## config.mk

```make
export PLATFORM = sky130hd
export DESIGN_NAME = msx_ram_arbiter
export DESIGN_NICKNAME = d
export VERILOG_FILES = /design/src/rtl/msx_ram_arbiter.sv
export SDC_FILE = /design/constraint.sdc
export NUM_CORES = 1
export LEC_CHECK = 0
export CORE_MARGIN = 2
export CORE_UTILIZATION = 38
export DETAILED_ROUTE_END_ITERATION = 10
export PLACE_DENSITY = 0.92
export SETUP_SLACK_MARGIN = 0.4
export SLEW_MARGIN = 5
export SYNTH_ARGS = -nofsm -noshare
export SYNTH_HDL_FRONTEND = slang
export SYNTH_SLANG_ARGS = --single-unit
```

## constraint.sdc

```tcl
create_clock -name clk21m -period 2.6 [get_ports clk21m]
set_input_delay 0.52 -clock clk21m [delete_from_list [all_inputs] [get_ports clk21m]]
set_output_delay 0.52 -clock clk21m [all_outputs]
set_load 0.01 [all_outputs]
```

## src/rtl/msx_ram_arbiter.sv

```systemverilog
// N-channel request/ack arbiter onto the shared MSX SDRAM/BRAM port; one access in flight.
// Define MSX_ARB_ROUND_ROBIN_EN for round-robin grants; default is fixed priority (ch0 highest).
module msx_ram_arbiter #(
  parameter int CHANNELS  = 4,
  parameter int ADDR_W    = 27,
  parameter int DATA_W    = 8,
  parameter int SDRAM_LAT = 3,
  parameter int BRAM_LAT  = 1
) (
  input  logic                       clk21m,
  input  logic                       reset,
  input  logic [CHANNELS-1:0]        ch_req,
  input  logic [CHANNELS*ADDR_W-1:0] ch_addr,
  input  logic [CHANNELS*DATA_W-1:0] ch_din,
  input  logic [CHANNELS-1:0]        ch_rnw,
  input  logic [CHANNELS-1:0]        ch_bram,
  output logic [CHANNELS-1:0]        ch_ack,
  output logic [DATA_W-1:0]          ch_rdata,
  output logic [CHANNELS-1:0]        ch_rvalid,
  output logic [ADDR_W-1:0]          ram_addr,
  output logic [DATA_W-1:0]          ram_din,
  output logic                       ram_rnw,
  output logic                       sdram_ce,
  output logic                       bram_ce,
  input  logic [DATA_W-1:0]          ram_dout
);
  localparam int GW      = $clog2(CHANNELS);
  localparam int MAX_LAT = (SDRAM_LAT > BRAM_LAT) ? SDRAM_LAT : BRAM_LAT;
  localparam int CW      = $clog2(MAX_LAT + 1);

  typedef enum logic [1:0] {IDLE, ISSUE, WAIT} state_t;

  state_t                             state;
  logic [CHANNELS-1:0][ADDR_W-1:0]    addr_v;
  logic [CHANNELS-1:0][DATA_W-1:0]    din_v;
  logic [GW-1:0]                      gnt;
  logic [GW-1:0]                      pick;
  logic                               pick_vld;
  logic                               bram_sel;
  logic [CW-1:0]                      cnt;
  logic [CW-1:0]                      lat_m1;
  logic [DATA_W-1:0]                  rdata_q;

  assign addr_v = ch_addr;
  assign din_v  = ch_din;
  assign lat_m1 = bram_sel ? CW'(BRAM_LAT - 1) : CW'(SDRAM_LAT - 1);

  // Read data is forwarded straight from memory in the ack cycle, then held.
  assign ch_rdata = (|ch_rvalid) ? ram_dout : rdata_q;

`ifdef MSX_ARB_ROUND_ROBIN_EN
  logic [GW-1:0] last;

  always_comb begin
    int j;
    logic [GW-1:0] idx;
    pick_vld = 1'b0;
    pick     = '0;
    j        = 0;
    idx      = '0;
    for (int k = 0; k < CHANNELS; k++) begin
      j   = (int'(last) + 1 + k) % CHANNELS;
      idx = GW'(j);
      if (!pick_vld && ch_req[idx]) begin
        pick_vld = 1'b1;
        pick     = idx;
      end
    end
  end

  always_ff @(posedge clk21m) begin
    if (reset) last <= GW'(CHANNELS - 1);
    else if (state == IDLE && pick_vld) last <= pick;
  end
`else
  always_comb begin
    logic [GW-1:0] idx;
    pick_vld = 1'b0;
    pick     = '0;
    idx      = '0;
    // Scan high to low so the lowest requesting index is the last writer.
    for (int k = CHANNELS - 1; k >= 0; k--) begin
      idx = GW'(k);
      if (ch_req[idx]) begin
        pick_vld = 1'b1;
        pick     = idx;
      end
    end
  end
`endif

  always_ff @(posedge clk21m) begin
    if (reset) begin
      state     <= IDLE;
      gnt       <= '0;
      bram_sel  <= 1'b0;
      cnt       <= '0;
      ram_addr  <= '0;
      ram_din   <= '0;
      ram_rnw   <= 1'b1;
      sdram_ce  <= 1'b0;
      bram_ce   <= 1'b0;
      ch_ack    <= '0;
      ch_rvalid <= '0;
      rdata_q   <= '0;
    end else begin
      sdram_ce  <= 1'b0;
      bram_ce   <= 1'b0;
      ch_ack    <= '0;
      ch_rvalid <= '0;
      if (|ch_rvalid) rdata_q <= ram_dout;
      case (state)
        IDLE: begin
          if (pick_vld) begin
            gnt      <= pick;
            ram_addr <= addr_v[pick];
            ram_din  <= din_v[pick];
            ram_rnw  <= ch_rnw[pick];
            bram_sel <= ch_bram[pick];
            sdram_ce <= ~ch_bram[pick];
            bram_ce  <= ch_bram[pick];
            state    <= ISSUE;
          end
        end
        ISSUE: begin
          cnt   <= lat_m1;
          state <= WAIT;
          // Ack is registered one cycle early so it lands on the zero-count cycle.
          if (lat_m1 == '0) begin
            ch_ack[gnt]    <= 1'b1;
            ch_rvalid[gnt] <= ram_rnw;
          end
        end
        WAIT: begin
          if (cnt == '0) begin
            state <= IDLE;
          end else begin
            cnt <= cnt - 1'b1;
            if (cnt == CW'(1)) begin
              ch_ack[gnt]    <= 1'b1;
              ch_rvalid[gnt] <= ram_rnw;
            end
          end
        end
        default: state <= IDLE;
      endcase
    end
  end
endmodule

```

Word-level counts from Yosys, hierarchy flattened
Index checks and enable logic that the tools add are counted.
Widths: inputs -> output; s select.
- $add $sub $neg: 1
- multiply operators: 0
- divide/modulo/power cells: 0
- magnitude comparators: 3
- equality and inequality tests: 6
- shifts and indexed selects: 0
- mux-type cells: 33
- bitwise logic cells: 4
- reduce and logical (&&, ||, !) cells: 10
- operators by type and width (operator ; count):
    $bmux 27 s2 ; 1
    $mux 27 ; 1
    $mux 4 ; 6
    $bmux 8 s2 ; 1
    $mux 2 ; 8
    $mux 8 ; 2
    $pmux 4 s2 ; 2
    $mux 1 ; 7
    $logic_not 2->1 ; 3
    $lt 2x3->1 const B ; 2
    $ne 2x2->1 const B ; 3
    $pmux 2 s3 ; 1
    $reduce_and 2->1 ; 3
    $and 4x4->4 ; 1
    $bmux 1 s2 ; 2
    $eq 2x1->1 const B ; 2
    $pmux 2 s2 ; 1
    $reduce_or 4->1 ; 1
    $not 1->1 ; 3
    $reduce_or 3->1 ; 1
    $demux 1 s2 ; 1
    $eq 2x2->1 const B ; 1
    $ge 2x1->1 const B ; 1
    $reduce_bool 2->1 ; 1
    other kinds (2) ; 2
- register bits after elaboration: 61
- latch bits: 0
- RAM bits: 0
- memory bits (read-only): 0
- bits of input ports: 162
- output and inout bits: 54
- word-level logic and storage cells: 69
- memories: 0

Longest topological paths before layout
- depth in word-level cells: 8
- depth in mapped cells: 7
- gate-level depth less buffers: 6

Worst setup path after synthesis
Ideal clock, no wire load.
- path kind: flip-flop to output port
- start: register ch_rvalid[1]
- end: output port ch_rdata[0]
- arrival time: 1.237 ns
- data required time: 2.080 ns
- setup slack: 0.843 ns
- cell stages (with the launch flop): 3
- path buffers: 0
- path through: dfxtp_1 > nor4_4 > mux2_2
- word-level cells in the longest chain between the ends: 2
- ends and longest elaborated chain (item ; line ; source):
    start, declared ; 19 ; output logic [CHANNELS-1:0] ch_rvalid,
    start signal, assigned by index ; 131 ; ch_rvalid[gnt] <= ram_rnw;
    start signal, assigned by index ; 141 ; ch_rvalid[gnt] <= ram_rnw;
    $reduce_or 4->1 ; 49 ; assign ch_rdata = (|ch_rvalid) ? ram_dout : rdata_q;
    $mux 8 ; - ;
    end, declared ; 18 ; output logic [DATA_W-1:0] ch_rdata,
No other way between the ends.

Final worst setup path
- start: register ch_rvalid[1]
- end: output port ch_rdata[6]
Same word-level chain as after synthesis.

==> results.py <==
metrics = {
    "route": {
        "wirelength_mm": 10.9,
        "vias": 3459,
        "ant_nets": 0,
        "wire_per_inst_um": 17.0,
        "drc_errors": 0,
        "drtPass1Iterations": 4,
        "vias_per_cell": 5.38,
        "drtIter0Drc": 106,
    },
    "cells_and_area": {
        "fin_cells": 643,
        "antenna_cells": 0,
        "seqCellArea_sq_mm": 0.00122,
        "drive_above_1_share_pct": 11.3,
        "nNetsFinal": 703,
        "fillers": 564,
        "area_delta_synth_final_pct": 79.8,
        "multiInputGateArea_sq_mm": 0.00160,
        "postLayoutCoreUtil_pct": 71.0,
    },
    "global_routing": {
        "antenna_found_initial": 0,
        "grt_use_total_pct": 24.3,
        "grt_max_degree": 23,
        "grt_pass1_vias": 3558,
        "grt_pass1_wl_mm": 16.8,
        "overflow": 0,
    },
    "synthesis": {
        "syn_nets": 487,
        "synth.area.mux_share_pct": 3.27,
        "synth-xor-area-share_pct": 0,
        "synthFlopType": "dfxtp_1",
        "async_reset_ff_share_pct": 0,
        "yosysWarnings": 0,
        "synth_top_family_by_area": "compound AO/OA/AOI/OAI gates",
        "syn_area_sq_mm": 0.00307,
        "synth_edf_count": 0,
        "synthCells": 320,
        "yosysSeqAreaShare_pct": 39.8,
        "syn_avg_cell_area_sq_um": 9.58,
        "synth_seq_cells": 61,
        "yosys.area_share.simple_pct": 13.0,
        "synth_compound_area_share_pct": 33.6,
        "synthAdderAreaFrac_pct": 2.04,
        "yosysUniqueCellTypes": 41,
    },
    "clock_network": {
        "clkTransAtPathRegs_ns": 0.07,
        "cts_tree": "built",
        "clkLatencyLatePin_ns": 0.33,
        "holdBufCountCts": 0,
        "cts_buffer_depth": 2,
        "clock_sinks": 61,
        "numCtsBuffers": 9,
        "root_buffer": "clkbuf_8",
        "cts_max_level": 3,
    },
    "critical_path": {
        "arrival_ns": 1.68,
        "path_max_fanout": 8,
        "crit_type": "reg -> out",
        "critPathRequiredTime_ns": 2.08,
        "cp-start-kind": "register",
        "end_kind": "output port",
    },
    "power_and_ir_drop": {
        "peakVddDrop_uv": 395,
        "powerDensity_mw_per_mm2": 543,
        "total_power_mw": 2.99,
        "leakagePower_nw": 2.04,
    },
    "sta": {
        "rsz0062_at_grt": "yes",
        "setup_violations": 0,
        "clock_skew_ns": 0.00882,
        "tns_ns": 0,
        "fmax_mhz": 454,
        "fin_crit_sh_pct": 84.7,
        "worst_pin_slew_ns": 0.421,
        "hold_viol_final": 0,
        "layout_setup_ws_ns": 0.398,
        "period_needed_ns": 2.20,
        "slew_violations": 0,
        "relSlewSlack_pct": 71.9,
    },
    "floorplan": {
        "num_io_pins": 216,
        "rows": 32,
        "dieArea_sq_mm": 0.00880,
        "initial_core_util_pct": 39.5,
        "die_h_um": 93.8,
        "core-area_sq_mm": 0.00777,
        "die-width_um": 93.8,
    },
    "min_path": {
        "hp-class": "reg -> reg",
    },
    "run": {
        "maxCapViolations": 0,
    },
    "status": {
        "status": "finished, final reports clean",
    },
    "place": {
        "hpwl_mm": 8.43,
        "preCtsSetupSlack_ns": 0.289,
        "place.gp.congestion": 0.853,
        "placement.io_buffers": 215,
        "dp_cells": 623,
    },
}
==> repair_timing <==
action / 4_1_cts / 5_1_grt
setup endpoints to repair: 8 / 8
pin swaps: 1 / 0
gates resized for setup: 26 / 8
setup buffers: 4 / 0
==> state kept, by name, indices dropped and copies added, names as in the netlist <==
| register | cells |
|---|---|
| rdata_q | 8 |
| ch_ack | 4 |
| cnt | 2 |
| bram_sel | 1 |
| bram_ce | 1 |
| ram_rnw | 1 |
| sdram_ce | 1 |
| ch_rvalid | 4 |
| ram_addr | 27 |
| ram_din | 8 |
| gnt | 2 |
| state | 2 |
==> per-stage QoR <==
| step | cell area (sq um) | hold WS, ns |
|---|---|---|
| after floorplan | 3070 | 0.454 |
| after global placement | 5250 | 0.448 |
| after detailed placement | 5250 | 0.455 |
| after CTS | 5520 | 0.472 |
| after global routing | 5510 | 0.476 |
| final | 5510 | 0.468 |
==> cells in the mapped netlist (2+ instances only) <==
cell      instances  area, sq um
buf_2            11         55.1
a32o_1           35          350
dfxtp_1          61         1220
nor2b_1           2         12.5
a221oi_1          2         17.5
mux2_2            8         90.1
nand2_1          40          150
inv_1            10         37.5
nand3_1           3         15.0
nor2_1           13         48.8
ha_1              5         62.6
o21ai_0           4         20.0
o221ai_1          2         17.5
a21oi_1           2         10.0
and2_1            9         56.3
buf_6            10          113
nand4_1           2         12.5
buf_4             3         22.5
o22ai_1          35          219
nor2_4            3         33.8
o22a_1           35          307
clkbuf_1          5         18.8
nand2b_1          2         12.5
==> cell usage in the layout (no fill, tap or decap), drive strengths merged, types with 2 or more instances in the layout <==
cell | netlist | layout
clkdlybuf4s50 | 0 | 207
dfxtp | 61 | 61
nand2 | 41 | 41
o22ai | 35 | 35
o22a | 35 | 35
a32o | 35 | 35
buf | 24 | 23
nor2 | 16 | 16
clkbuf | 5 | 14
inv | 11 | 11
and2 | 9 | 9
mux2 | 8 | 8
ha | 5 | 5
o21ai | 5 | 5
nand3 | 3 | 3
bufinv | 0 | 3
a21oi | 3 | 3
nand2b | 2 | 2
nor2b | 2 | 2
nand4 | 2 | 2
o221ai | 2 | 2
a221oi | 2 | 2
clkinvlp | 0 | 2
clkinv | 1 | 2
==> area by class of cell <==
type | instances | area share [%]
Tap cell | 102 | 2.32
Inverter | 12 | 0.817
Sequential cell | 61 | 22.2
Clock inverter | 6 | 2.00
Clock buffer | 10 | 2.50
Multi-Input combinational cell | 218 | 29.0
Timing Repair Buffer | 234 | 41.2
==> per-layer routing <==
layer	vias to the layer above	routed length (um)	track usage, %
li1	1674	-	-
met5	-	0	0
met4	0	191	8.70
met2	145	5860	46.1
met1	1625	4050	25.2
met3	15	809	6.66
==> power breakdown <==
group	total [mW]	switching (mW)	leakage (nW)	internal, mW
Combinational	0.868	0.340	1.41	0.527
Sequential	1.09	0.0534	0.502	1.04
Clock	1.04	0.377	0.119	0.661
Total	2.99	0.771	2.04	2.22
==> critical path, stage by stage (launching register included) <==
cell and delay (ns):
dfxtp_2 0.33, nor4_4 0.27, buf_6 0.17, buf_4 0.11, mux2_2 0.34, buf_2 0.15
==> kinds of logic (layout without fill, tap and decap cells) <==
family | after synthesis | count (layout)
mux | 9 | 9
simple gates | 79 | 79
fa+ha+maj | 5 | 5
compound gates | 125 | 125
buf+inv | 41 | 262
flops | 61 | 61
==> worst paths after layout <==
| path | startpoint | cells past startpoint | end | slack (ns) |
|---|---|---|---|---|
| setup / recovery | ch_rvalid[1] | 5 | ch_rdata[6] | 0.40 |
| hold / removal | ram_addr[18] | 1 | ram_addr[18] | 0.47 |
| setup reg to reg | state[1] | 5 | ram_din[4] | 1.02 |
| hold reg to reg | ram_addr[18] | 1 | ram_addr[18] | 0.47 |
No activity file was read; power rests on OpenSTA's default activity.
